[config.mk]
export PLATFORM = sky130hd
export DESIGN_NAME = pipe_hazard_ctrl
export DESIGN_NICKNAME = d
export VERILOG_FILES = /design/src/rtl/y86_pkg.sv /design/src/rtl/inflight_tracker.sv /design/src/rtl/pipe_hazard_ctrl.sv
export SDC_FILE = /design/constraint.sdc
export NUM_CORES = 1
export LEC_CHECK = 0
export CAP_MARGIN = 20
export CORE_MARGIN = 5
export CORE_UTILIZATION = 47
export CTS_BUF_LIST = sky130_fd_sc_hd__clkbuf_2
export DETAILED_ROUTE_END_ITERATION = 10
export PLACE_DENSITY = 0.74
export SYNTH_ARGS = -nofsm -noshare
export SYNTH_HDL_FRONTEND = slang
export SYNTH_SLANG_ARGS = --single-unit
[constraint.sdc]
create_clock -name clk -period 2.7 [get_ports clk]
set_input_delay 0.675 -clock clk [delete_from_list [all_inputs] [get_ports clk]]
set_output_delay 0.675 -clock clk [all_outputs]
set_load 0.005 [all_outputs]
[src/rtl/y86_pkg.sv]
// Shared Y86-64 constants, slot record and forwarding encodings for the hazard controller.
package y86_pkg;

  localparam logic [3:0] INOP    = 4'h1;
  localparam logic [3:0] IMRMOVQ = 4'h5;
  localparam logic [3:0] IJXX    = 4'h7;
  localparam logic [3:0] IRET    = 4'h9;
  localparam logic [3:0] IPOPQ   = 4'hB;
  localparam logic [3:0] RNONE   = 4'hF;

  typedef enum logic [2:0] {
    FWD_REG    = 3'd0,
    FWD_E_VALE = 3'd1,
    FWD_M_VALM = 3'd2,
    FWD_M_VALE = 3'd3,
    FWD_W_VALM = 3'd4,
    FWD_W_VALE = 3'd5
  } fwd_sel_t;

  typedef enum logic {
    RET_IDLE = 1'b0,
    RET_WAIT = 1'b1
  } ret_state_t;

  typedef struct packed {
    logic       valid;
    logic [3:0] icode;
    logic [3:0] dstE;
    logic [3:0] dstM;
  } slot_t;

  localparam slot_t SLOT_EMPTY = '{valid: 1'b0, icode: INOP, dstE: RNONE, dstM: RNONE};

  // RNONE names no register, so it never produces a dependency.
  function automatic logic reg_match(input logic [3:0] src, input logic [3:0] dst);
    return (src != RNONE) && (src == dst);
  endfunction

  function automatic logic slot_hit(input slot_t s, input logic [3:0] src);
    return s.valid && (reg_match(src, s.dstE) || reg_match(src, s.dstM));
  endfunction

endpackage

[src/rtl/inflight_tracker.sv]
// E/M/W in-flight slot shift register; E takes the decode fields or becomes a bubble.
module inflight_tracker
  import y86_pkg::*;
(
  input  logic       clk,
  input  logic       rst_n,
  input  logic       load_en,
  input  logic [3:0] d_icode,
  input  logic [3:0] d_dstE,
  input  logic [3:0] d_dstM,
  output slot_t      e_slot,
  output slot_t      m_slot,
  output slot_t      w_slot
);

  always_ff @(posedge clk) begin
    if (!rst_n) begin
      e_slot <= SLOT_EMPTY;
      m_slot <= SLOT_EMPTY;
      w_slot <= SLOT_EMPTY;
    end else begin
      w_slot <= m_slot;
      m_slot <= e_slot;
      if (load_en) begin
        e_slot <= '{valid: 1'b1, icode: d_icode, dstE: d_dstE, dstM: d_dstM};
      end else begin
        e_slot <= SLOT_EMPTY;
      end
    end
  end

endmodule

[src/rtl/pipe_hazard_ctrl.sv]
// Y86 pipeline hazard controller: load-use, mispredict and ret handling plus operand forwarding.
// Forwarding is enabled with `define PIPE_HAZARD_FWD_EN; otherwise every data dependency stalls.
module pipe_hazard_ctrl
  import y86_pkg::*;
#(
  parameter int RET_BUBBLES = 3
)
(
  input  logic       clk,
  input  logic       rst_n,
  input  logic       d_valid,
  input  logic [3:0] d_icode,
  input  logic [3:0] d_srcA,
  input  logic [3:0] d_srcB,
  input  logic [3:0] d_dstE,
  input  logic [3:0] d_dstM,
  input  logic       e_cnd,
  output logic       f_stall,
  output logic       d_stall,
  output logic       d_bubble,
  output logic       e_bubble,
  output logic [2:0] fwdA_sel,
  output logic [2:0] fwdB_sel
);

  slot_t      e_slot;
  slot_t      m_slot;
  slot_t      w_slot;
  ret_state_t ret_state;
  logic [2:0] ret_cnt;

  logic       mispredict;
  logic       load_use;
  logic       data_stall;
  logic       ret_in_d;
  logic       ret_hold;
  logic       ret_enter;
  logic       load_en;
  fwd_sel_t   fwd_a;
  fwd_sel_t   fwd_b;

  // Later-stage icodes only travel down the pipe; nothing downstream inspects them.
  logic       unused_icodes;
  assign unused_icodes = ^{m_slot.icode, w_slot.icode};

  assign mispredict = e_slot.valid && (e_slot.icode == IJXX) && !e_cnd;
  assign load_use   = d_valid && e_slot.valid &&
                      ((e_slot.icode == IMRMOVQ) || (e_slot.icode == IPOPQ)) &&
                      (reg_match(d_srcA, e_slot.dstM) || reg_match(d_srcB, e_slot.dstM));
  assign ret_in_d   = d_valid && (d_icode == IRET);
  assign ret_hold   = ret_in_d || (ret_state == RET_WAIT);

`ifdef PIPE_HAZARD_FWD_EN
  function automatic fwd_sel_t pick_fwd(input logic [3:0] src, input slot_t e,
                                        input slot_t m, input slot_t w);
    if (e.valid && reg_match(src, e.dstE)) return FWD_E_VALE;
    if (m.valid && reg_match(src, m.dstM)) return FWD_M_VALM;
    if (m.valid && reg_match(src, m.dstE)) return FWD_M_VALE;
    if (w.valid && reg_match(src, w.dstM)) return FWD_W_VALM;
    if (w.valid && reg_match(src, w.dstE)) return FWD_W_VALE;
    return FWD_REG;
  endfunction

  assign data_stall = load_use;
  assign fwd_a      = pick_fwd(d_srcA, e_slot, m_slot, w_slot);
  assign fwd_b      = pick_fwd(d_srcB, e_slot, m_slot, w_slot);
`else
  assign data_stall = load_use ||
                      (d_valid && (slot_hit(e_slot, d_srcA) || slot_hit(e_slot, d_srcB) ||
                                   slot_hit(m_slot, d_srcA) || slot_hit(m_slot, d_srcB) ||
                                   slot_hit(w_slot, d_srcA) || slot_hit(w_slot, d_srcB)));
  assign fwd_a      = FWD_REG;
  assign fwd_b      = FWD_REG;
`endif

  // Mispredict squashes the wrong path first; a data stall freezes decode, so d_bubble stays low.
  always_comb begin
    f_stall  = 1'b0;
    d_stall  = 1'b0;
    d_bubble = 1'b0;
    e_bubble = 1'b0;
    fwdA_sel = FWD_REG;
    fwdB_sel = FWD_REG;
    if (rst_n) begin
      fwdA_sel = fwd_a;
      fwdB_sel = fwd_b;
      if (mispredict) begin
        d_bubble = 1'b1;
        e_bubble = 1'b1;
      end else if (data_stall) begin
        f_stall  = 1'b1;
        d_stall  = 1'b1;
        e_bubble = 1'b1;
      end else if (ret_hold) begin
        f_stall  = 1'b1;
        d_bubble = 1'b1;
      end
    end
  end

  assign load_en   = d_valid && !d_stall && !e_bubble;
  assign ret_enter = ret_in_d && !d_stall && !mispredict;

  always_ff @(posedge clk) begin
    if (!rst_n) begin
      ret_state <= RET_IDLE;
      ret_cnt   <= 3'd0;
    end else begin
      case (ret_state)
        RET_IDLE: begin
          if (ret_enter) begin
            ret_state <= RET_WAIT;
            ret_cnt   <= 3'(RET_BUBBLES - 1);
          end
        end
        RET_WAIT: begin
          if (ret_cnt == 3'd0) begin
            ret_state <= RET_IDLE;
          end else begin
            ret_cnt <= ret_cnt - 3'd1;
          end
        end
        default: begin
          ret_state <= RET_IDLE;
          ret_cnt   <= 3'd0;
        end
      endcase
    end
  end

  inflight_tracker u_tracker (
    .clk     (clk),
    .rst_n   (rst_n),
    .load_en (load_en),
    .d_icode (d_icode),
    .d_dstE  (d_dstE),
    .d_dstM  (d_dstM),
    .e_slot  (e_slot),
    .m_slot  (m_slot),
    .w_slot  (w_slot)
  );

endmodule

# ---- After elaboration in Yosys (flattened, before gate mapping)
# Cells that the tools add are included.
dict set report totals {
  reg_bits 35
  output_inout_bits 10
}
dict set report classes {
  n_eq_ne 20
  add_sub_neg 1
  n_bitwise 1
  mux 19
  n_reduce_logical 51
}
# op n
set op_table {}
lappend op_table {{equality test 4 bit} 12}
lappend op_table {{logical AND 1 bit} 29}
lappend op_table {{logical OR 1 bit} 15}
lappend op_table {{2-to-1 mux 1 bit} 14}
lappend op_table {{2-to-1 mux 13 bit} 1}
lappend op_table {{equality test 4 x 3 -> 1 bit (second input constant)} 2}
lappend op_table {{equality test 4 bit (second input constant)} 2}
lappend op_table {{!= test 4 bit (second input constant)} 2}
lappend op_table {{2-to-1 mux 3 bit} 2}
lappend op_table {{case mux 3 bit (2 select lines)} 1}
lappend op_table {{logical NOT 1 bit} 4}
lappend op_table {{!= test 2 bit (second input constant)} 2}
lappend op_table {{AND reduction 2 bit} 2}
lappend op_table {{logical NOT 3 bit} 1}
lappend op_table {{subtractor 3 x 1 -> 3 bit (second input constant)} 1}
lappend op_table {{case mux 1 bit (2 select lines)} 1}
lappend op_table {{NOT 1 bit} 1}

# ---- Logic depth before layout (Yosys ltp)
dict set report logic_depth {
  depth_word 19
  depth_mapped 8
}

# ---- Cells and area by module
# A second synthesis with hierarchy kept.
dict set report hier_totals {
  hier_cells 208
  area_unflattened_um2 2103.3
}
# module area_each_um2 instances cells_each
set by_module_without_submodules {}
lappend by_module_without_submodules {inflight_tracker 1069.8 1 83}
lappend by_module_without_submodules {pipe_hazard_ctrl 1033.5 1 125}

# ---- Worst setup path after synthesis
# No wires, ideal clock.
dict set report synth_path {
  path_type {input to output}
  start {input d_srcA[3]}
  end {output e_bubble}
  path_stages 7
  setup_slack_ns 0.177
  required_ns 2.025
  n_path_buf 1
  t_arrival_ns 1.848
  cell_sequence {buf_4 -> xor2_1 -> nor4_1 -> o211ai_1 -> and4_4 -> a21boi_0 -> o21a_1}
}
dict set report synth_via {
  elab_chain_cells 14
}
# item line_no
set synth_lines {}
lappend synth_lines {{start: declaration} pipe_hazard_ctrl.sv:13} ;# input logic [3:0] d_srcA,
lappend synth_lines {{!= test 4 bit / equality test 4 bit (equally long branches)} y86_pkg.sv:36} ;# return (src != RNONE) && (src == dst);
lappend synth_lines {{logical AND 1 bit} y86_pkg.sv:36}
lappend synth_lines {{logical OR 1 bit} y86_pkg.sv:40} ;# return s.valid && (reg_match(src, s.dstE) || reg_match(src, s.dstM));
lappend synth_lines {{logical AND 1 bit} y86_pkg.sv:40}
lappend synth_lines {{logical OR 1 bit (2 in a row)} pipe_hazard_ctrl.sv:69} ;# (d_valid && (slot_hit(e_slot, d_srcA) || slot_hit(e_slot, d_srcB) ||
lappend synth_lines {{logical OR 1 bit (2 in a row)} pipe_hazard_ctrl.sv:70} ;# slot_hit(m_slot, d_srcA) || slot_hit(m_slot, d_srcB) ||
lappend synth_lines {{logical OR 1 bit} pipe_hazard_ctrl.sv:71} ;# slot_hit(w_slot, d_srcA) || slot_hit(w_slot, d_srcB)));
lappend synth_lines {{logical AND 1 bit} pipe_hazard_ctrl.sv:69}
lappend synth_lines {{logical OR 1 bit (*)} pipe_hazard_ctrl.sv:68} ;# assign data_stall = load_use ||
lappend synth_lines {{2-to-1 mux 1 bit (*)} pipe_hazard_ctrl.sv:90} ;# end else if (data_stall) begin
lappend synth_lines {{2-to-1 mux 1 bit (*)} pipe_hazard_ctrl.sv:87} ;# if (mispredict) begin
lappend synth_lines {{2-to-1 mux 1 bit (*)} pipe_hazard_ctrl.sv:84} ;# if (rst_n) begin
lappend synth_lines {{end: declaration} pipe_hazard_ctrl.sv:21} ;# output logic e_bubble,
# Every way passes the cells marked *; elsewhere a longest branch is shown, timed or not.

# ---- Worst setup path after layout
dict set report layout_path {
  start {input d_srcB[1]}
  end {output f_stall}
}
dict set report layout_via {
  elab_chain_cells 14
}
# item line_no
set layout_lines {}
lappend layout_lines {{start: declaration} pipe_hazard_ctrl.sv:14} ;# input logic [3:0] d_srcB,
lappend layout_lines {{!= test 4 bit / equality test 4 bit (equally long branches)} y86_pkg.sv:36}
lappend layout_lines {{logical AND 1 bit} y86_pkg.sv:36}
lappend layout_lines {{logical OR 1 bit} y86_pkg.sv:40}
lappend layout_lines {{logical AND 1 bit} y86_pkg.sv:40}
lappend layout_lines {{logical OR 1 bit (2 in a row)} pipe_hazard_ctrl.sv:69}
lappend layout_lines {{logical OR 1 bit (2 in a row)} pipe_hazard_ctrl.sv:70}
lappend layout_lines {{logical OR 1 bit} pipe_hazard_ctrl.sv:71}
lappend layout_lines {{logical AND 1 bit} pipe_hazard_ctrl.sv:69}
lappend layout_lines {{logical OR 1 bit (*)} pipe_hazard_ctrl.sv:68}
lappend layout_lines {{2-to-1 mux 1 bit (*)} pipe_hazard_ctrl.sv:90}
lappend layout_lines {{2-to-1 mux 1 bit (*)} pipe_hazard_ctrl.sv:87}
lappend layout_lines {{2-to-1 mux 1 bit (*)} pipe_hazard_ctrl.sv:84}
lappend layout_lines {{end: declaration} pipe_hazard_ctrl.sv:18} ;# output logic f_stall,
# Marks and branches as above.

==> out/results.ini <==
[run_status]
status = finished, violations left
violations = negative setup slack

[logic_synthesis]
netlist_area_mm2 = 0.001837
ys_seq_area_share_pct = 38.15
async_flop_share_pct = 0
yosys_warnings = 0
synth_ff_type = dfxtp_1
postSynthAreaPerCell_um2 = 9.617
synth_edf_count = 0
synthCells = 191
ys_ff_latch = 35
ys_types = 33

[placed_design]
globalplace.congestion = 0.8407
port_buffers = 27
hpwlAfterDp_um = 2678
place_ws_ps = -907.7

[routing]
drtIter0Drc = 38
postRouteAntennaNets = 0
finalWirelength_um = 3496
route.detailed.drc = 0
drtPass1Iterations = 4
wl_per_cell_um = 12.44
vias_per_cell = 4.701
num_vias = 1321

[critical_path]
reg2reg_slack_ps = 890
cp.required_ps = 2030
cp.arrival_ps = 2080
critPathLaunchType = input pin
critical_path.endpoint_type = output pin
worstRegToRegCells = 7
path_class = input pin to output pin
worstPathMaxFanout = 4
r2r-end = u_tracker.e_slot[10]$_SDFF_PN0_
rr_startpoint = u_tracker.w_slot[2]$_SDFF_PN1_

[die]
coreArea_mm2 = 0.003716
die-area_mm2 = 0.005258
die_h_um = 72.52
start_util_pct = 49.43
die_w_um = 72.52
io_pins = 34
rows = 22

[clock_network]
clock_sinks = 35
cts_root_buf = clkbuf_2
htreeDepth = 2
cts_buffers = 5
cts_tree = yes
cts.clk_slew.worst_paths_ps = 170
cts_hold_buf = 0
clk_latency_ps = 400
clk_path_buf_depth = 2

[timing]
post-route-period-util_pct = 102.2
fmax_ghz = 0.3625
setup_violations = 3
drv_slew = 0
rsz0062_at_grt = yes
fin_crit_ps = 2759
hold_viol = 0
fin_skew_ps = 28.79
fin_ws_ps = -58.70

[power_and_ir_drop]
power_uw = 962.8
power_density_mw_per_mm2 = 424.4
leakagePower_uw = 0.0008458
ir_worst_vdd_mv = 0.2229

[grt]
grtUsageTotal_pct = 14.71
grt.overflow.total = 0
grt_max_degree = 20
antenna_found_initial = 0
grt_pass1_wl_um = 5982
grt_pass1_vias = 1382

[final_layout]
nets = 258
layout-drive-gt1-share_pct = 21.89
area_growth_pct = 23.50
n_antenna_cell = 0

[run]
drv_cap = 0

[worst_hold_path]
hp-start = ret_cnt[1]$_SDFFE_PN0P_
min_to = ret_cnt[1]$_SDFFE_PN0P_
hold_path.class = flop to flop
whs_path_depth = 2

-- final cells by class --
cell class / count / area, um^2
Clock buffer: 6 / 30.03
Clock inverter: 2 / 12.51
Fill cell: 338 / 1448
Inverter: 6 / 22.52
Multi-Input combinational cell: 138 / 1033
Sequential cell: 35 / 700.7
Tap cell: 48 / 60.06
Timing Repair Buffer: 46 / 409.1
-- report_power, final --
group | switching, uW | leakage (uW) | internal, uW | total (uW)
combinational | 73.2 | 0.000531 | 101 | 174
clock | 174 | 0.0000290 | 66.0 | 240
sequential | 14.9 | 0.000286 | 534 | 549
total | 262 | 0.000846 | 701 | 963
-- through the flow --
stage	utilization [%]	hold WS, ps	TNS [ps]	instance area, um^2	cells
5_1_grt	61.04	528.0	-483.2	2268	281
3_5_place_dp	58.82	456.7	-3605	2186	272
6_report	61.04	476.1	-82.53	2268	281
3_3_place_gp	58.82	457.4	-3492	2186	272
2_1_floorplan	-	439.4	0	1856	196
4_1_cts	61.18	479.0	-204.6	2273	282
-- synthesized netlist by cell type, types with 2 or more instances --
cell | instances | area (um^2)
nor4_1 | 9 | 56.30
ha_1 | 2 | 25.02
dfxtp_1 | 35 | 700.7
and2_1 | 3 | 18.77
and2_4 | 3 | 26.28
nor2_1 | 4 | 15.01
a21boi_0 | 4 | 30.03
inv_1 | 6 | 22.52
xor2_1 | 32 | 280.3
xnor2_1 | 17 | 148.9
nand4b_1 | 2 | 17.52
buf_6 | 4 | 45.04
nand2b_1 | 25 | 156.4
nand4_1 | 6 | 37.54
buf_4 | 11 | 82.58
o21ai_0 | 4 | 20.02
nand2_1 | 4 | 15.01
o211ai_1 | 5 | 37.54
-- worst max-delay path by stage --
stage / from / to
after floorplan: d_srcA[3] / e_bubble
after global placement: d_srcA[1] / e_bubble
after detailed placement: d_srcA[1] / f_stall
after CTS: d_srcA[2] / f_stall
after global routing: d_srcB[1] / f_stall
final: d_srcB[1] / f_stall
-- flip-flops by register name, summed over array words and instances (netlist names) --
signal            count
u_tracker.e_slot     13
u_tracker.m_slot      9
u_tracker.w_slot      9
ret_cnt               3
ret_state             1
-- layout by cell type, fill, tap and decap left out, drive strengths merged --
cell,instances
dfxtp,35
xor2,32
buf,30
nand2b,25
xnor2,17
clkdlybuf4s50,15
nor4,9
clkbuf,7
inv,6
nand4,6
conb,6
and2,6
o211ai,5
nor2,4
nand2,4
a21boi,4
o21ai,4
nand4b,2
ha,2
o311ai,1
and4,1
nor3,1
o21a,1
o22ai,1
and3b,1
nor2b,1
a21oi,1
and3,1
a31oi,1
a21o,1
o31ai,1
clkinvlp,1
clkinv,1
-- repair_timing --
item	in CTS	in global routing
cloned	0	0
gates resized for setup	68	7
setup endpoints to repair	4	4
pin swaps	21	9
endpoints found under the hold margin	0	0
setup buffers	2	2
-- cells by family (layout without fill, tap and decap cells) --
group | after synthesis | in the layout | synth area share (%)
AOI/OAI and AO/OA | 20 | 20 | 7.426
buffers and inverters | 23 | 60 | 8.582
xor gates and xnor gates | 49 | 49 | 23.37
and+or+nand+nor | 61 | 61 | 20.91
other | 1 | 6 | 0.2042
adders and majority gates | 2 | 2 | 1.362
DFF | 35 | 35 | 38.15
-- worst max-delay path, cell delays in order --
cell and delay, ps:
buf_6 90, buf_6 120, buf_4 130, xnor2_1 160, nand4_1 100, a21boi_1 250, o21ai_2 130, and2_4 180
o22ai_2 120, buf_2 130
-- per-layer routing --
metal / GRT usage [%] / share of wire [%] / up-vias
met5: 0 / 0 / -
met4: 7.992 / 2.5 / 0
met3: 2.632 / 4.9 / 8
met2: 26.09 / 48 / 27
met1: 16.57 / 44 / 585
li1: - / - / 701
Note: power is estimated with default switching activity, not from simulation.
